`src/rtl/seg7_pkg.sv`:
```
// Shared types and constants for the four-digit seven-segment scan driver.
// Glyphs are active-low and ordered {g,f,e,d,c,b,a}.
package seg7_pkg;

    typedef logic [1:0] slot_t;

    localparam logic [6:0] SEG_OFF = 7'b1111111;
    localparam logic [3:0] AN_OFF  = 4'b1111;

    localparam logic [6:0] GLYPH_0 = 7'h40;
    localparam logic [6:0] GLYPH_1 = 7'h79;
    localparam logic [6:0] GLYPH_2 = 7'h24;
    localparam logic [6:0] GLYPH_3 = 7'h30;
    localparam logic [6:0] GLYPH_4 = 7'h19;
    localparam logic [6:0] GLYPH_5 = 7'h12;
    localparam logic [6:0] GLYPH_6 = 7'h02;
    localparam logic [6:0] GLYPH_7 = 7'h78;
    localparam logic [6:0] GLYPH_8 = 7'h00;
    localparam logic [6:0] GLYPH_9 = 7'h10;
    localparam logic [6:0] GLYPH_A = 7'h08;
    localparam logic [6:0] GLYPH_B = 7'h03;
    localparam logic [6:0] GLYPH_C = 7'h46;
    localparam logic [6:0] GLYPH_D = 7'h21;
    localparam logic [6:0] GLYPH_E = 7'h06;
    localparam logic [6:0] GLYPH_F = 7'h0E;

endpackage

```
`src/rtl/seg7_decode.sv`:
```
// Combinational hex digit to active-low seven-segment glyph lookup.
module seg7_decode
    import seg7_pkg::*;
(
    input  logic [3:0] value,
    output logic [6:0] seg
);

    // Full hex lookup; 10-15 render as A, b, C, d, E, F.
    always_comb begin
        seg = SEG_OFF;
        case (value)
            4'h0: seg = GLYPH_0;
            4'h1: seg = GLYPH_1;
            4'h2: seg = GLYPH_2;
            4'h3: seg = GLYPH_3;
            4'h4: seg = GLYPH_4;
            4'h5: seg = GLYPH_5;
            4'h6: seg = GLYPH_6;
            4'h7: seg = GLYPH_7;
            4'h8: seg = GLYPH_8;
            4'h9: seg = GLYPH_9;
            4'hA: seg = GLYPH_A;
            4'hB: seg = GLYPH_B;
            4'hC: seg = GLYPH_C;
            4'hD: seg = GLYPH_D;
            4'hE: seg = GLYPH_E;
            4'hF: seg = GLYPH_F;
            default: seg = SEG_OFF;
        endcase
    end

endmodule

```
`src/rtl/seg7_scan_driver.sv`:
```
// Four-digit multiplexed seven-segment scan driver with per-frame input
// snapshot, dead time at every digit change and fully registered outputs.
// Optional feature macro: SEG7_LEADING_ZERO_BLANK_EN (leading-zero blanking).
// There is no handshake: D1..D4 are only sampled at the snapshot instant
// (pcnt==0 and slot==0); changes at any other time are ignored until then.
module seg7_scan_driver
    import seg7_pkg::*;
#(
    parameter int SCAN_DIV  = 50000,
    parameter int BLANK_CYC = 16
) (
    input  logic       CLK,
    input  logic       CLR,
    input  logic [3:0] D1,
    input  logic [3:0] D2,
    input  logic [3:0] D3,
    input  logic [3:0] D4,
    output logic [6:0] SEG,
    output logic [3:0] AN,
    output logic       FRAME
);

    localparam int            PW        = (SCAN_DIV > 1) ? $clog2(SCAN_DIV) : 1;
    localparam logic [PW-1:0] PCNT_LAST = PW'(SCAN_DIV - 1);
    localparam logic [PW-1:0] BLANK_END = PW'(BLANK_CYC);

    logic [PW-1:0] pcnt;
    slot_t         slot;
    logic [3:0]    snap [0:3];

    logic          snap_now;
    logic [3:0]    cur [0:3];
    logic [3:0]    digit;
    logic [6:0]    glyph;
    logic          in_dead;
    logic          lead_blank;
    logic [6:0]    seg_next;
    logic [3:0]    an_next;

    assign snap_now = (pcnt == '0) && (slot == 2'd0);
    assign in_dead  = (BLANK_CYC != 0) && (pcnt < BLANK_END);

    // Digit set seen this cycle: live inputs on the snapshot cycle (they are
    // being captured at this edge), the frozen snapshot otherwise.
    always_comb begin
        cur = snap;
        if (snap_now) begin
            cur[0] = D1;
            cur[1] = D2;
            cur[2] = D3;
            cur[3] = D4;
        end
    end

    assign digit = cur[slot];

    seg7_decode u_decode (
        .value (digit),
        .seg   (glyph)
    );

`ifdef SEG7_LEADING_ZERO_BLANK_EN
    // A digit is dark when it and every digit to its left are zero; D4 always shows.
    always_comb begin
        lead_blank = 1'b0;
        case (slot)
            2'd0:    lead_blank = (cur[0] == 4'd0);
            2'd1:    lead_blank = (cur[0] == 4'd0) && (cur[1] == 4'd0);
            2'd2:    lead_blank = (cur[0] == 4'd0) && (cur[1] == 4'd0) && (cur[2] == 4'd0);
            default: lead_blank = 1'b0;
        endcase
    end
`else
    assign lead_blank = 1'b0;
`endif

    // Next output values: all off during dead time or blanking, else the slot's digit.
    always_comb begin
        seg_next = SEG_OFF;
        an_next  = AN_OFF;
        if (!in_dead && !lead_blank) begin
            seg_next = glyph;
            an_next  = AN_OFF & ~(4'b1000 >> slot);
        end
    end

    // Prescaler and slot counter; slot wraps naturally at 2 bits.
    always_ff @(posedge CLK or posedge CLR) begin
        if (CLR) begin
            pcnt <= '0;
            slot <= 2'd0;
        end else if (pcnt == PCNT_LAST) begin
            pcnt <= '0;
            slot <= slot + 2'd1;
        end else begin
            pcnt <= pcnt + PW'(1);
        end
    end

    // Frame snapshot of the four digit inputs.
    always_ff @(posedge CLK or posedge CLR) begin
        if (CLR) begin
            for (int i = 0; i < 4; i++) snap[i] <= 4'd0;
        end else if (snap_now) begin
            snap[0] <= D1;
            snap[1] <= D2;
            snap[2] <= D3;
            snap[3] <= D4;
        end
    end

    // Registered outputs; FRAME follows the snapshot cycle by one edge.
    always_ff @(posedge CLK or posedge CLR) begin
        if (CLR) begin
            SEG   <= SEG_OFF;
            AN    <= AN_OFF;
            FRAME <= 1'b0;
        end else begin
            SEG   <= seg_next;
            AN    <= an_next;
            FRAME <= snap_now;
        end
    end

endmodule

```
`config.mk`:
```
export PLATFORM = sky130hd
export DESIGN_NAME = seg7_scan_driver
export DESIGN_NICKNAME = d
export VERILOG_FILES = /design/src/rtl/seg7_pkg.sv /design/src/rtl/seg7_decode.sv /design/src/rtl/seg7_scan_driver.sv
export SDC_FILE = /design/constraint.sdc
export NUM_CORES = 1
export LEC_CHECK = 0
export CAP_MARGIN = 20
export CORE_MARGIN = 4
export CORE_UTILIZATION = 30
export CTS_CLUSTER_SIZE = 14
export DETAILED_ROUTE_END_ITERATION = 10
export PLACE_DENSITY = 0.53
export SYNTH_ARGS = -nofsm -noshare
export SYNTH_HDL_FRONTEND = slang
export SYNTH_SLANG_ARGS = --single-unit
```
`constraint.sdc`:
```
create_clock -name CLK -period 4.1 [get_ports CLK]
set_clock_uncertainty 0.2 [all_clocks]
set_input_delay 0.615 -clock CLK [delete_from_list [all_inputs] [get_ports CLK]]
set_output_delay 0.615 -clock CLK [all_outputs]
set_load 0.02 [all_outputs]
```
* Word-level counts from Yosys, hierarchy flattened
Memories as Yosys holds them, arrays and structs flattened.
Index checks and enable logic that the tools add are counted.
** Storage, ports and cells
- Memories kept :: 1
- Word-level logic and storage cells :: 28
- Memory bits (read-only) :: 112
- Register bits after elaboration :: 46
** Operators by class
- Reduce and logical (&&, ||, !) cells :: 3
- Magnitude comparators :: 2
- Bitwise logic cells :: 2
- Add/sub/neg operators :: 2
- Eq/ne operators :: 1
- Multiplexer cells :: 7
- Shift operators :: 1
** Memories
- (no name shown) :: depth 16, bits a word 7, read ports 1, clocked after memory_dff 0, write ports 0, RTL line seg7_decode.sv:12 : case (value)
** Operator list (count)
- two-way mux 16 bit :: 2
- adder 16 x 1 -> 16 bit (second input constant) :: 1
- == test 16 bit (second input constant) :: 1
- logical NOT 16 bit :: 1
- < comparator 16 x 5 -> 1 bit (second input constant) :: 1
- two-way mux 4 bit :: 3
- binary-select mux 4 bit (select 2 bit) :: 1
- two-way mux 7 bit :: 1
- NOT 4 bit :: 1
- >> shifter 4 x 2 -> 4 bit (first input constant) :: 1
- greater-or-equal comparator 3 bit (second input constant) :: 1
- NOT 2 -> 3 bit :: 1
- adder 2 x 1 -> 2 bit (second input constant) :: 1
- logical NOT 2 bit :: 1
- logical AND 1 bit :: 1

* Depth between registers and ports, before layout
An unclocked memory read counts as a cell.
- Depth after elaboration :: 8
- Mapped depth :: 14

* Modules after synthesis
From an unflattened synthesis, not the netlist that was laid out.
** Second synthesis, totals
- Cells, all modules :: 184
- Area, all modules :: 2303.5 µm²
** Modules (own cells, without submodules)
- seg7_scan_driver :: cells an instance 152, times used 1, area an instance 2028.2 µm²
- seg7_decode :: cells an instance 32, times used 1, area an instance 275.3 µm²

* Worst setup path before layout
No wires, ideal clock.
- Path type :: register -> register
- From :: register pcnt[12]
- To :: register SEG[3]
- Slack :: 0.683 ns
- Setup time :: 0.090 ns
- Data arrival time :: 3.127 ns
- Path buffers :: 2
- Clock period less this slack :: 3.417 ns
- Cell stages (with the launch flop) :: 12
- Path through :: dfrtp_1 > nor4_4 > nand4_2 > or4_1 > buf_4 > buf_6 > mux2_2 > mux4_2 > ha_1 > mux2_1 > mux2i_1 > nand2_1
** RTL lines
- start, declared :: RTL line seg7_scan_driver.sv:27 : logic [PW-1:0] pcnt;
- start signal, assigned :: RTL line seg7_scan_driver.sv:96 : pcnt <= pcnt + PW'(1);
- end signal, assigned :: RTL line seg7_scan_driver.sv:119 : SEG <= seg_next;
- end, declared :: RTL line seg7_scan_driver.sv:18 : output logic [6:0] SEG,

==> out/metrics.csv <==
stage,metric,value,unit
status,status,"finished, final reports clean",
drt,wl_per_cell,12.89,um
job,maxCapViolations,0,
clock_network,cts_resized,0,
drt,wl_met1,1876,um
global_routing,grt_pass1_vias,1473,
logic_synthesis,synth_edf_count,0,
logic_synthesis,async_reset_ff_share,100.0,%
drt,first_iter_violations,19,
logic_synthesis,yosysSeqAreaShare,52.39,%
floorplanning,row_count,31,
logic_synthesis,yosysWarnings,0,
layout,design_area,2698,um^2
drt,vias,1378,
timing,final_hold_viol_count,0,
worst_setup_path,worstPathRequired,4.13,ns
logic_synthesis,synth_fa_ha_area_share,6.753,%
floorplanning,die_area,8853,um^2
worst_setup_path,slowest_delay,0.56,ns
layout,final_util,37.39,%
layout,drive_gt1_share,19.91,%
clock_network,cts_max_path_buffers,2,
timing,slew_headroom,61.63,%
timing,drv_slew,0,
placed_design,dpl.cell_count,307,
logic_synthesis,synth_area_per_cell,12.22,um^2
worst_setup_path,cp-end-kind,register,
timing,rsz0062_at_grt,false,
worst_setup_path,critical_path_arrival,3.51,ns
logic_synthesis,synth-simple-area-share,13.11,%
global_routing,grt_pass1_wl,7127,um
worst_setup_path,cp_cell_sequence,"nor4_4, nand4_2, or4_1, buf_4, mux2_2, mux4_2, ha_1, mux2_1, mux2i_1, nand2_1",
logic_synthesis,yosysUniqueCellTypes,36,
clock_network,clk_pin_slew_worst_paths,0.09,ns
logic_synthesis,synth_seq_cells,46,
logic_synthesis,syn_area,2223,um^2
logic_synthesis,synth_compound_area_share,3.883,%
floorplanning,core,7214,um^2
placed_design,finalWeightedCongestion,0.7725,
clock_network,ctsHoldBuffers,0,
layout,areaGrowthSynthToFinish,21.33,%
pwr,irDropWorstVdd,0.1354,mV
clock_network,cts_tree,yes,
layout,instances_no_fill,315,
global_routing,grt_max_degree,47,
clock_network,root_buffer,clkbuf_8,
worst_setup_path,rrSetupSlack,0.62,ns
clock_network,clk-insertion-delay-late,0.29,ns
placed_design,port_buffers,29,
clock_network,postCtsSetupBuffers,0,
placed_design,placed_cell_area,2611,um^2
logic_synthesis,muxShareOfSynthArea,14.86,%
logic_synthesis,synth_ff_type,dfrtp_1,
worst_hold_path,holdCritPathClass,reg2reg,
logic_synthesis,syn_inst,182,
timing,finalCriticalPeriod,3.482,ns
pwr,power.leakage,0.001151,uW
timing,tightestPinTransition,0.5756,ns
placed_design,dp_hpwl,2851,um
logic_synthesis,syn_nets,212,
drt,top_layer,met4,
worst_setup_path,start_kind,register,
clock_network,cts_sinks,46,
worst_setup_path,crit_start,pcnt[12],
layout,nets,245,
drt,wl,4060,um
clock_network,htreeDepth,2,
timing,fin_setup_tns,0,ns
global_routing,track_usage,10.35,%
floorplanning,die_y,94.09,um
drt,routed_via_density,4.375,
timing,fin_hold_ws,0.2959,ns
global_routing,grt-ovfl-total,0,
timing,fin_crit_sh,84.93,%
layout,fillerInstances,744,
drt,dr.pass1.iters,4,
logic_synthesis,synth_xor_area_share,5.121,%
worst_setup_path,r2r_start,pcnt[12],
floorplanning,start_util,30.82,%
drt,route.met2.wl,1927,um
worst_setup_path,reg2reg_depth,10,
drt,ant_nets,0,
floorplanning,fp.dieW,94.09,um
timing,setup-violations-final,0,
logic_synthesis,synth_top_family_by_area,multiplexers,
worst_setup_path,cp-endpoint,SEG[3],
worst_setup_path,r2r_end,SEG[3],
drt,drc,0,
layout,antennaDiodeCount,0,
pwr,p_per_area,307.6,nW/um^2
worst_setup_path,crit_path_top_delay_cell,mux4_2,
global_routing,antenna_found_initial,0,
worst_setup_path,crit_path_max_fanout,17,
clock_network,cts_buffers,5,
floorplanning,pin_count,30,
worst_setup_path,crit_type,reg2reg,
drt,dr_wl_met3,196,um
timing,fmax,287.2,MHz
==> cell usage in the layout, fill, tap and decap left out, types with 3 or more instances in the layout <==
master / count
mux2i_1: 3
o21ai_0: 4
inv_1: 9
nand2b_1: 3
xnor2_1: 8
dfrtp_1: 35
xor2_1: 5
nand3_1: 10
and3_1: 4
buf_4: 3
dfstp_2: 11
clkbuf_8: 5
mux4_2: 4
mux2_2: 13
ha_1: 12
clkdlybuf4s50_1: 29
nand2_1: 15
mux2_1: 3
nor2_1: 15
==> cell usage after synthesis, types with 4 or more instances <==
master	number	area share (%)
dfrtp_1	35	39
nand2_1	15	2.5
nor2_1	15	2.5
mux2_2	13	6.6
ha_1	12	6.8
dfstp_2	11	13
inv_1	10	1.7
nand3_1	10	2.3
xnor2_1	8	3.2
xor2_1	5	2.0
and3_1	4	1.1
mux4_2	4	4.1
o21ai_0	4	0.90
==> how the worst min path moves through the flow <==
stage	startpoint	endpoint	slack [ns]	cells past startpoint
2_1_floorplan	pcnt[0]	pcnt[0]	0.25	1
3_3_place_gp	snap[3]	snap[3]	0.27	1
3_5_place_dp	snap[3]	snap[3]	0.28	1
4_1_cts	pcnt[0]	pcnt[0]	0.30	1
5_1_grt	snap[8]	snap[8]	0.31	1
6_report	snap[3]	snap[3]	0.30	1
==> power by group <==
part	total, uW	internal (uW)	leakage (uW)	switching [uW]
Clock	272	120	0.0000452	151
Sequential	475	472	0.000553	2.92
Combinational	83.5	43.6	0.000553	39.8
Total	830	636	0.00115	194
==> per-stage QoR <==
stage          total power, uW  setup WS (ns)
2_1_floorplan            532.1         0.6832
3_3_place_gp             568.8         0.6383
3_5_place_dp             568.9         0.6195
4_1_cts                  846.1         0.6044
5_1_grt                  871.2         0.4133
6_report                 829.7         0.6180
==> layer usage <==
| layer | track usage (%) | vias to the layer above |
|---|---|---|
| met1 | 12.59 | 666 |
| li1 | - | 682 |
| met2 | 17.27 | 23 |
| met3 | 2.724 | 7 |
| met5 | 0 | - |
| met4 | 4.332 | 0 |
==> critical path: cells and delay by family (launching register included) <==
family	cells	cell delay, ns
muxes	4	1.29
and+or+nand+nor	4	0.97
DFF	1	0.45
adders and majority gates	1	0.28
buffers and inverters	1	0.22
==> sequential cells by signal, indices dropped and copies added, names as in the netlist <==
register	count
AN	4
FRAME	1
SEG	7
pcnt	16
slot	2
snap	16
==> cell type report <==
type                    count  area, um^2  share of cell area (%)
well taps                  99       123.9                   4.592
clock buffers               6       72.57                   2.690
multi-input cells         120       972.2                   36.04
repair buffers             32       312.8                   11.60
inverters                  10       37.54                   1.391
flip-flops and latches     46        1165                   43.18
clock inverters             2       13.76                  0.5102
==> cell families after synthesis <==
| family | count (synthesis) |
|---|---|
| xor+xnor | 13 |
| buf+inv | 16 |
| fa+ha+maj | 12 |
| mux | 25 |
| compound gates | 13 |
| flops | 46 |
| simple gates | 57 |
Note: power is estimated with default switching activity, not from simulation.
